File: src/rtl/adder_pkg.sv
// Shared constants and carry-lookahead helpers for the adder datapath.
package adder_pkg;

    localparam int FLAG_N = 3;
    localparam int FLAG_Z = 2;
    localparam int FLAG_C = 1;
    localparam int FLAG_V = 0;

    localparam logic ADD = 1'b0;
    localparam logic SUB = 1'b1;

    localparam int CLA_GROUP      = 4;
    localparam int CLA_MAX_GROUPS = 16;

    // Sum-of-products carry into position n, given propagate/generate of positions 0..n-1.
    function automatic logic lookahead_carry(input logic [15:0] p, input logic [15:0] g,
                                             input logic cin, input int n);
        logic acc;
        logic prop;
        acc  = 1'b0;
        prop = 1'b1;
        for (int k = 15; k >= 0; k--) begin
            if (k < n) begin
                acc  = acc | (prop & g[k]);
                prop = prop & p[k];
            end
        end
        return acc | (prop & cin);
    endfunction

endpackage

File: src/rtl/adder_full_adder.sv
// One-bit full adder cell exposing its propagate/generate terms for lookahead logic.
module full_adder (
    input  logic a,
    input  logic b,
    input  logic cin,
    output logic s,
    output logic cout,
    output logic p,
    output logic g
);

    assign p    = a ^ b;
    assign g    = a & b;
    assign s    = p ^ cin;
    assign cout = g | (p & cin);

endmodule

File: src/rtl/adder.sv
// Two's-complement adder/subtractor with combinational sum and a registered {N,Z,C,V} flag bank.
// Define ADDER_CLA_EN for a 4-bit-group carry-lookahead chain; otherwise a ripple chain is built.
module adder
    import adder_pkg::*;
#(
    parameter int WIDTH = 64
) (
    input  logic             clk,
    input  logic             rst,
    input  logic [WIDTH-1:0] A,
    input  logic [WIDTH-1:0] B,
    input  logic             M,
    output logic [WIDTH-1:0] S,
    output logic             Cout,
    output logic [3:0]       flags_q
);

    localparam int MSB = WIDTH - 1;

    logic [WIDTH-1:0] beff;
    logic [WIDTH-1:0] sum;
    logic             carry_out;
    logic [3:0]       flags_d;

    assign beff = (M == SUB) ? ~B : B;

`ifdef ADDER_CLA_EN
    localparam int NUM_GROUPS = (WIDTH + CLA_GROUP - 1) / CLA_GROUP;

    logic [WIDTH-1:0]      p_vec;
    logic [WIDTH-1:0]      g_vec;
    logic [WIDTH-1:0]      unused_cout;
    logic [NUM_GROUPS-1:0] gp_vec;
    logic [NUM_GROUPS-1:0] gg_vec;
    logic [15:0]           gp_ext;
    logic [15:0]           gg_ext;
    logic [NUM_GROUPS:0]   group_cin;

    always_comb begin
        gp_ext = '0;
        gg_ext = '0;
        gp_ext[NUM_GROUPS-1:0] = gp_vec;
        gg_ext[NUM_GROUPS-1:0] = gg_vec;
    end

    // Every group carry is an independent lookahead over all lower groups.
    for (genvar j = 0; j <= NUM_GROUPS; j++) begin : g_grp_carry
        assign group_cin[j] = lookahead_carry(gp_ext, gg_ext, M, j);
    end

    for (genvar j = 0; j < NUM_GROUPS; j++) begin : g_group
        localparam int BASE = j * CLA_GROUP;
        localparam int SIZE = (WIDTH - BASE >= CLA_GROUP) ? CLA_GROUP : WIDTH - BASE;

        logic [15:0] p_loc;
        logic [15:0] g_loc;

        always_comb begin
            p_loc = '0;
            g_loc = '0;
            p_loc[SIZE-1:0] = p_vec[BASE +: SIZE];
            g_loc[SIZE-1:0] = g_vec[BASE +: SIZE];
        end

        assign gg_vec[j] = lookahead_carry(p_loc, g_loc, 1'b0, SIZE);
        assign gp_vec[j] = &p_vec[BASE +: SIZE];

        for (genvar k = 0; k < SIZE; k++) begin : g_bit
            full_adder u_fa (
                .a    (A[BASE+k]),
                .b    (beff[BASE+k]),
                .cin  (lookahead_carry(p_loc, g_loc, group_cin[j], k)),
                .s    (sum[BASE+k]),
                .cout (unused_cout[BASE+k]),
                .p    (p_vec[BASE+k]),
                .g    (g_vec[BASE+k])
            );
        end
    end

    assign carry_out = group_cin[NUM_GROUPS];
`else
    // Carries live in per-bit generate scopes so each link of the chain is its own net.
    for (genvar i = 0; i < WIDTH; i++) begin : g_bit
        logic carry_in;
        logic carry_o;
        logic unused_p;
        logic unused_g;

        if (i == 0) begin : g_lsb
            assign carry_in = M;
        end else begin : g_chain
            assign carry_in = g_bit[i-1].carry_o;
        end

        full_adder u_fa (
            .a    (A[i]),
            .b    (beff[i]),
            .cin  (carry_in),
            .s    (sum[i]),
            .cout (carry_o),
            .p    (unused_p),
            .g    (unused_g)
        );
    end

    assign carry_out = g_bit[WIDTH-1].carry_o;
`endif

    assign S    = sum;
    assign Cout = carry_out;

    always_comb begin
        flags_d         = '0;
        flags_d[FLAG_N] = sum[MSB];
        flags_d[FLAG_Z] = (sum == '0);
        flags_d[FLAG_C] = carry_out;
        flags_d[FLAG_V] = (A[MSB] == beff[MSB]) && (sum[MSB] != A[MSB]);
    end

    always_ff @(posedge clk) begin
        if (rst) begin
            flags_q <= '0;
        end else begin
            flags_q <= flags_d;
        end
    end

endmodule

File: config.mk
export PLATFORM = sky130hd
export DESIGN_NAME = adder
export DESIGN_NICKNAME = d
export VERILOG_FILES = /design/src/rtl/adder_pkg.sv /design/src/rtl/adder_full_adder.sv /design/src/rtl/adder.sv
export SDC_FILE = /design/constraint.sdc
export NUM_CORES = 1
export LEC_CHECK = 0
export CAP_MARGIN = 20
export CORE_UTILIZATION = 40
export CTS_BUF_LIST = sky130_fd_sc_hd__clkbuf_16
export DETAILED_ROUTE_END_ITERATION = 10
export PLACE_DENSITY = 0.95
export SYNTH_ARGS = -nofsm -noshare
export SYNTH_HDL_FRONTEND = slang
export SYNTH_HIERARCHICAL = 1
export SYNTH_SLANG_ARGS = --single-unit
File: constraint.sdc
create_clock -name clk -period 85.8 [get_ports clk]
set_input_delay 17.16 -clock clk [delete_from_list [all_inputs] [get_ports clk]]
set_output_delay 17.16 -clock clk [all_outputs]
set_load 0.005 [all_outputs]
==> impl_metrics.tcl <==
set metrics [dict create \
    diodes 0 \
    regMostFlops "flags_q" \
    min_period_ns 61.30 \
    overflow 0 \
    maxCapViolCount 0 \
    synth_nets 364 \
    final_common_cell "clkdlybuf4s50_1" \
    stdcell_count 434 \
    cp_max_fo 5 \
    dp_hpwl_um 7450 \
    drtAntennaViolNets 0 \
    antenna_found_initial 0 \
    drv_slew 0 \
    clkSinkCount 4 \
    crit_slowest_cell "fa_1" \
    routed_wl_um 8220 \
    cts_buffers 3 \
    hold_viol_final 0 \
    remaining_drc_errors 0 \
    leakage_nw 1.62 \
    ir_drop_uv 10.9 \
    path_clk_slew_ns 0.03 \
    critPathKind "primary input to output pin" \
    cts_buffer_depth 2 \
    viasPerCell 4.90 \
    min_path_type "primary input to register" \
    gp_congestion 0.783 \
    layout_common_cells "198 x clkdlybuf4s50_1, 64 x xor2_1, 64 x fa_1" \
    largest_register_ffs 4 \
    setup_tns_ns 0 \
    grt_pass1_wl_um 11600 \
    setup_violations 0 \
    dieArea_um2 5690 \
    core_area_um2 5140 \
    rows 26 \
    die_h_um 75.4 \
    dp_cells 431 \
    start_util_pct 41.9 \
    synth_area_per_cell_um2 12.8 \
    startpoint_type "primary input" \
    grt_setup_unrepaired "false" \
    post_cts.repair.setup_buffers 0 \
    cp_common_cell "fa_1" \
    synth_area_um2 2160 \
    post-route-period-util_pct 71.5 \
    crit_path_end_kind "output pin" \
    crit_arrival_ns 44.14 \
    fmax_ghz 0.0163 \
    grt_max_degree 38 \
    crit_required_ns 68.64 \
    dr.first_iter.drc_count 52 \
    postCtsHoldBufs 0 \
    die_w_um 75.4 \
    grt_pass1_vias 2420 \
    p_per_area_nw_per_um2 13.8 \
    final_nets 561 \
    grt_usage_pct 28.8 \
    drive_gt1_share_pct 2.20 \
    dr.pass1.iters 4 \
    yosys_warnings 6 \
    n_fill_cell 309 \
    cts_max_level 1 \
    relSlewSlack_pct 61.9 \
    worstMarginPinSlew_ns 0.571 \
    io_buffers 199 \
    syn_to_final_growth_pct 98.2 \
    reg_top3 "flags_q (4)" \
    routed-via-count 2125 \
    ff_latch_area_um2 80.1 \
    cts_root_buffer "clkbuf_16" \
    hold_ws_ns 17.59 \
    multi_input_area_um2 2030 \
    wire_per_inst_um 18.9 \
    synthCells 169 \
    status "complete, no violations" \
    cp_slowest_stage_delay_ns 0.58 \
    post_cts_resized 0 \
    cts_tree "built" \
    ios 200 \
]
worst max-delay path, delay by kind of cell:
kind | cells | cell delay [ns]
XOR/XNOR | 1 | 0.17
buffers and inverters | 2 | 0.93
adder cells (fa/ha/maj) | 64 | 25.86
metal layers:
layer,global-route usage [%],share of wire (%)
met1,28.1,30
met2,58.3,57
met3,7.67,10
met4,8.23,2.6
met5,0,0
stage by stage:
step	worst slack (ns)	utilization, %	power [mW]	area (um2)
after global routing	23.78	83.1	0.0633	4270
after CTS	24.55	83.1	0.0592	4270
after floorplan	26.54	-	0.0213	2160
final	24.50	83.1	0.0588	4270
after global placement	25.13	81.7	0.0499	4200
after detailed placement	24.64	81.7	0.0515	4200
where the power goes:
part	internal, mW	total (mW)	switching (mW)
Combinational	0.0302	0.0494	0.0192
Sequential	0.00207	0.00212	0.0000491
Clock	0.00596	0.00731	0.00135
worst paths after layout:
check | startpoint | end | slack [ns] | depth (start not counted)
min | rst | flags_q[1]$_SDFF_PP0_ | 17.59 | 2
max | B[0] | S[63] | 24.50 | 67
cell type report:
cell class              instances  share of cell area, %
clock buffers                   3                   1.76
repair buffers                200                   46.7
flip-flops and latches          4                   1.87
well taps                      70                   2.05
multi-input cells             157                   47.6
Power figures use the tool's default switching activity.
